<file path="src/rtl/cordic_sequencer_if.sv">
// Start/busy/done handshake and operand/result bus between the register
// interface (master) and the CORDIC sequencer (slave).
interface cordic_sequencer_if #(
  parameter int unsigned FIXED_WIDTH = 16
);
  logic                          start;
  logic [1:0]                    mode;
  logic                          vectoring;
  logic signed [FIXED_WIDTH-1:0] x_in;
  logic signed [FIXED_WIDTH-1:0] y_in;
  logic signed [FIXED_WIDTH-1:0] z_in;
  logic                          busy;
  logic                          done;
  logic                          error;
  logic signed [FIXED_WIDTH-1:0] x_out;
  logic signed [FIXED_WIDTH-1:0] y_out;
  logic signed [FIXED_WIDTH-1:0] z_out;

  modport master (
    output start, mode, vectoring, x_in, y_in, z_in,
    input  busy, done, error, x_out, y_out, z_out
  );

  modport slave (
    input  start, mode, vectoring, x_in, y_in, z_in,
    output busy, done, error, x_out, y_out, z_out
  );
endinterface

</file>
<file path="src/rtl/cordic_sequencer.sv">
// Iterative CORDIC controller: one micro-rotation per cycle for ITERATIONS cycles,
// circular and linear modes, rotation and vectoring.
module cordic_sequencer #(
  parameter int unsigned FIXED_WIDTH = 16,
  parameter int unsigned ITERATIONS  = 9
) (
  input logic               clk,
  input logic               rst,
  cordic_sequencer_if.slave bus
);
  localparam int unsigned CntW  = (ITERATIONS > 1) ? $clog2(ITERATIONS) : 1;
  localparam int unsigned FracW = FIXED_WIDTH - 2;

  typedef logic signed [FIXED_WIDTH-1:0] word_t;
  typedef enum logic [1:0] {StIdle, StRun, StDone} state_e;

  state_e          state_q;
  logic [CntW-1:0] cnt_q;
  logic            lin_q, vec_q, error_q;
  word_t           x_q, y_q, z_q;
  word_t           x_out_q, y_out_q, z_out_q;

  logic  sigma_pos, last;
  word_t x_d, y_d, z_d, xs, ys, dz;

  // Circular angles are atan(2^-i) in Q2.14; past the table, atan(2^-i) ~= 2^-i.
  function automatic word_t delta_z(input logic lin, input logic [CntW-1:0] idx);
    logic [31:0] v;
    v = (32'd1 << FracW) >> idx;
    if (!lin) begin
      case (int'(idx))
        0: v = 32'd12868;
        1: v = 32'd7596;
        2: v = 32'd4014;
        3: v = 32'd2037;
        4: v = 32'd1023;
        5: v = 32'd512;
        6: v = 32'd256;
        7: v = 32'd128;
        8: v = 32'd64;
        default: ;
      endcase
    end
    return word_t'(v);
  endfunction

  always_comb begin
    sigma_pos = vec_q ? y_q[FIXED_WIDTH-1] : ~z_q[FIXED_WIDTH-1];
    dz        = delta_z(lin_q, cnt_q);
    xs        = x_q >>> cnt_q;
    ys        = y_q >>> cnt_q;
    if (sigma_pos) begin
      x_d = lin_q ? x_q : x_q - ys;
      y_d = y_q + xs;
      z_d = z_q - dz;
    end else begin
      x_d = lin_q ? x_q : x_q + ys;
      y_d = y_q - xs;
      z_d = z_q + dz;
    end
    last = (cnt_q == CntW'(ITERATIONS - 1));
  end

  always_ff @(posedge clk) begin
    if (rst) begin
      state_q <= StIdle;
      cnt_q   <= '0;
      lin_q   <= 1'b0;
      vec_q   <= 1'b0;
      error_q <= 1'b0;
      x_q     <= '0;
      y_q     <= '0;
      z_q     <= '0;
      x_out_q <= '0;
      y_out_q <= '0;
      z_out_q <= '0;
    end else begin
      case (state_q)
        StRun: begin
          x_q   <= x_d;
          y_q   <= y_d;
          z_q   <= z_d;
          cnt_q <= cnt_q + CntW'(1);
          if (last) begin
            x_out_q <= x_d;
            y_out_q <= y_d;
            z_out_q <= z_d;
            state_q <= StDone;
          end
        end
        default: begin
          // Idle and Done both accept, so operations can run back-to-back.
          if (bus.start) begin
            if (bus.mode[1]) begin
              error_q <= 1'b1;
              state_q <= StDone;
            end else begin
              x_q     <= bus.x_in;
              y_q     <= bus.y_in;
              z_q     <= bus.z_in;
              lin_q   <= bus.mode[0];
              vec_q   <= bus.vectoring;
              cnt_q   <= '0;
              error_q <= 1'b0;
              state_q <= StRun;
            end
          end else begin
            state_q <= StIdle;
          end
        end
      endcase
    end
  end

  assign bus.busy  = (state_q == StRun);
  assign bus.done  = (state_q == StDone);
  assign bus.error = error_q;
  assign bus.x_out = x_out_q;
  assign bus.y_out = y_out_q;
  assign bus.z_out = z_out_q;
endmodule

</file>
<file path="src/flat_wrapper.sv">
// flat-port wrapper written by rule: the top's interface ports become plain ports
module cordic_sequencer_flat 
#(
  parameter int unsigned FIXED_WIDTH = 16,
  parameter int unsigned ITERATIONS  = 9
)
  (clk, rst, bus_start, bus_mode, bus_vectoring, bus_x_in, bus_y_in, bus_z_in, bus_busy, bus_done, bus_error, bus_x_out, bus_y_out, bus_z_out);
  cordic_sequencer_if #(.FIXED_WIDTH(FIXED_WIDTH)) bus_i ();
  input logic clk;
  input logic rst;
  input wire logic [$bits(bus_i.start)-1:0] bus_start;
  input wire logic [$bits(bus_i.mode)-1:0] bus_mode;
  input wire logic [$bits(bus_i.vectoring)-1:0] bus_vectoring;
  input wire logic [$bits(bus_i.x_in)-1:0] bus_x_in;
  input wire logic [$bits(bus_i.y_in)-1:0] bus_y_in;
  input wire logic [$bits(bus_i.z_in)-1:0] bus_z_in;
  output wire logic [$bits(bus_i.busy)-1:0] bus_busy;
  output wire logic [$bits(bus_i.done)-1:0] bus_done;
  output wire logic [$bits(bus_i.error)-1:0] bus_error;
  output wire logic [$bits(bus_i.x_out)-1:0] bus_x_out;
  output wire logic [$bits(bus_i.y_out)-1:0] bus_y_out;
  output wire logic [$bits(bus_i.z_out)-1:0] bus_z_out;
  assign bus_i.start = bus_start;
  assign bus_i.mode = bus_mode;
  assign bus_i.vectoring = bus_vectoring;
  assign bus_i.x_in = bus_x_in;
  assign bus_i.y_in = bus_y_in;
  assign bus_i.z_in = bus_z_in;
  assign bus_busy = bus_i.busy;
  assign bus_done = bus_i.done;
  assign bus_error = bus_i.error;
  assign bus_x_out = bus_i.x_out;
  assign bus_y_out = bus_i.y_out;
  assign bus_z_out = bus_i.z_out;
  cordic_sequencer #(.FIXED_WIDTH(FIXED_WIDTH), .ITERATIONS(ITERATIONS)) u_core (.clk(clk), .rst(rst), .bus(bus_i));
endmodule
</file>
<file path="config.mk">
export PLATFORM = sky130hd
export DESIGN_NAME = cordic_sequencer_flat
export DESIGN_NICKNAME = d
export VERILOG_FILES = /design/src/rtl/cordic_sequencer_if.sv /design/src/rtl/cordic_sequencer.sv /design/src/flat_wrapper.sv
export SDC_FILE = /design/constraint.sdc
export NUM_CORES = 1
export LEC_CHECK = 0
export CORE_ASPECT_RATIO = 1.5
export CORE_MARGIN = 4
export CORE_UTILIZATION = 50
export CTS_CLUSTER_SIZE = 8
export DETAILED_ROUTE_END_ITERATION = 10
export HOLD_SLACK_MARGIN = 0.1
export MAX_ROUTING_LAYER = met4
export PLACE_DENSITY = 0.83
export SYNTH_ARGS = -nofsm -noshare
export SYNTH_HDL_FRONTEND = slang
export SYNTH_SLANG_ARGS = --single-unit
</file>
<file path="constraint.sdc">
create_clock -name clk -period 8.8 [get_ports clk]
set_input_delay 2.2 -clock clk [delete_from_list [all_inputs] [get_ports clk]]
set_output_delay 2.2 -clock clk [all_outputs]
set_load 0.1 [all_outputs]
</file>
==> flow_summary.toml <==
[sta]
max_slew_margin = 0.328
rsz0062_at_grt = "no"
finalSetupTns_ps = 0
fin_ws_ps = 3420
finalCriticalPeriod_ps = 5380
worst_pin_slew_ps = 1010
skew_ps = 13.0
hold_viol_final = 0
finalSetupViolCount = 0
final.period_utilization = 0.611
drv_slew = 0
timing.fmax_mhz = 186

[floorplan]
die_y_um = 178
placementRows = 61
die_area_sq_um = 21600
dieWidth_um = 121
coreArea_sq_um = 18700
ios = 105
initial_core_util = 0.515

[detailed_routing]
routed_wl_um = 29000
route.antenna.remaining_nets = 0
dr.pass1.iters = 5
route.detailed.drc = 0
vias = 9557
routed_via_density = 6.20
drtIter0Drc = 645
post_drt_wl_per_cell_um = 18.8

[flow_run]
cap_violations = 0

[setup_path]
reg2reg_to = "u_core.y_q[15]"
crit_buf_inv = 0
rrSetupSlack_ps = 3420
critical_path.startpoint = "u_core.cnt_q[1]"
cp.arrival_ps = 5630
crit_chain = "mux2_1, mux2_2, mux4_2, or4b_4, or4b_4, nand2b_4, a221oi_2, o22ai_1, ha_1, or3_1, o31ai_1, nor3b_1, a2111oi_0"
cp_slowest_cell = "dfxtp_2"
r2r-start = "u_core.cnt_q[1]"
crit_family = "simple AND/OR/NAND/NOR gates"
slowest_delay_ps = 960
cp_max_fo = 45
endpoint_kind = "register"
crit_top_cell = "or4b_4"
reg2reg_depth = 13
criticalPathCategory = "register to register"
startpoint_type = "register"
critPathRequiredTime_ps = 9050

[synthesis]
yosys_warnings = 0
synth_edf_count = 0
yosysSeqAreaShare = 0.218
ys_ff_latch = 105
syn-num-nets = 1370
async_flop_share = 0
synth_cell_type_count = 76
syn_area_sq_um = 9630
netlist.area_leader.share = 0.218
ys_top_cells_by_area = "dfxtp_1 22%, ha_1 9.0%, a211oi_1 6.2%"
synthFlopType = "dfxtp_1"
yosys.area.top_type = "dfxtp_1"
syn_inst = 1243
avgSynthCellArea_sq_um = 7.74

[global_routing]
grt_pass1_wl_um = 46700
grt_antenna_before_repair = 0
grt-ovfl-total = 0
grt_pass1_vias = 9371
grt_util_all_layers = 0.274
grt_max_degree = 71

[cts]
ctsResizeCount = 0
post_cts_buffers = 0
clkSinkCount = 105
clock_latency_ps = 370
cts_max_level = 3
clockRootBuffer = "clkbuf_16"
clkSlewWorstSetupHoldPaths_ps = 80
cts_made_buffers = 9
cts_hold_buffers = 0
tritoncts = "done"
clockBufferDepth = 2

[placement]
port_buffers = 104
dp.cells = 1525
post-place-ws_ps = 3430
post-dp-hpwl_um = 21400
gp_congestion = 1.02

[status]
status = "finished clean"

[hold_path]
whs_endpoint = "u_core.bus.z_out[5]"
hold_path.startpoint = "u_core.bus.z_out[5]"
holdPathStages = 2
hp-class = "register to register"

[power_and_ir_drop]
p_per_area_nw_per_um2 = 164
peakVddDrop_v = 0.0000907
leakage_nw = 4.31
finalPower_mw = 1.82

[cells_and_area]
final_cell_mix = "133 x nand2_1, 116 x nor2_1, 105 x a21oi_1"
final_common_cell = "nand2_1"
fin_util = 0.592
area_delta_synth_final_pct = 15.0
stdcell_count = 1541
fin_nets = 1411
drive_above_1_share = 0.0636
fillers = 1688
n_antenna_cell = 0
logic make-up after synthesis:
| logic type | after synthesis | share of synthesized area |
|---|---|---|
| xor gates and xnor gates | 56 | 0.0510 |
| buffers and inverters | 127 | 0.0508 |
| adders and majority gates | 73 | 0.0980 |
| and+or+nand+nor | 427 | 0.211 |
| DFF | 105 | 0.218 |
| muxes | 86 | 0.115 |
| AOI/OAI and AO/OA | 369 | 0.255 |
through the flow:
step / hold WS (ps) / area (sq um)
after floorplan: 445 / 9630
after CTS: 454 / 11100
final: 453 / 11100
after global routing: 474 / 11100
after detailed placement: 443 / 10800
after global placement: 441 / 10800
power by group:
part	internal, mW	switching [mW]
clock	0.201	0.213
combinational	0.357	0.493
sequential	0.501	0.0510
total	1.06	0.757
worst max path at each step:
stage / end / cells after the start
after global routing: u_core.y_q[15] / 15
after detailed placement: u_core.y_q[15] / 13
after floorplan: u_core.z_q[14] / 22
after global placement: u_core.y_q[15] / 13
final: u_core.y_q[15] / 13
after CTS: u_core.y_q[15] / 13
routing by layer:
layer	wire length (um)	track usage	up-vias
met5	0	-	-
met4	1640	0.146	0
met3	1730	0.0364	89
met2	14400	0.469	349
met1	11300	0.309	4493
li1	-	-	4626
worst reg2reg max path, stage by stage, from the launching register on:
cell	delay (ps)
dfxtp_2	960
mux2_1	430
mux2_2	270
mux4_2	520
or4b_4	570
or4b_4	550
nand2b_4	160
a221oi_2	220
o22ai_1	110
ha_1	230
or3_1	370
o31ai_1	430
nor3b_1	110
a2111oi_0	330
layout make-up:
type                    count  area (sq um)  share of cell area
clock buffers               9           225              0.0204
repair buffers            117          1140               0.103
flip-flops and latches    105          2100               0.190
clock inverters             7          76.3             0.00690
inverters                  40           150              0.0136
multi-input cells        1011          7060               0.638
well taps                 252           315              0.0285
flip-flops by register name (all words and copies together), names as in the netlist:
signal / flops
u_core.x_q: 16
u_core.y_q: 16
u_core.bus.error: 1
u_core.state_q: 2
u_core.cnt_q: 4
u_core.vec_q: 1
u_core.z_q: 16
u_core.bus.y_out: 16
u_core.bus.z_out: 16
u_core.lin_q: 1
u_core.bus.x_out: 16
cells in the mapped netlist (all sizes together), types with 7 or more instances:
master,instances
mux4,18
a31oi,9
nand3b,9
o21a,15
a21o,18
nand3,28
o21bai,7
inv,40
o211ai,16
dfxtp,105
a211oi,79
nor2,118
nor4,7
nor2b,29
o31ai,7
xnor2,34
mux2,13
o21ai,48
a21oi,105
nand2,133
clkbuf,68
xor2,22
nand2b,22
ha,69
nor3,31
or2,8
and3,8
mux2i,55
buf,19
(Power assumes the default switching activity.)
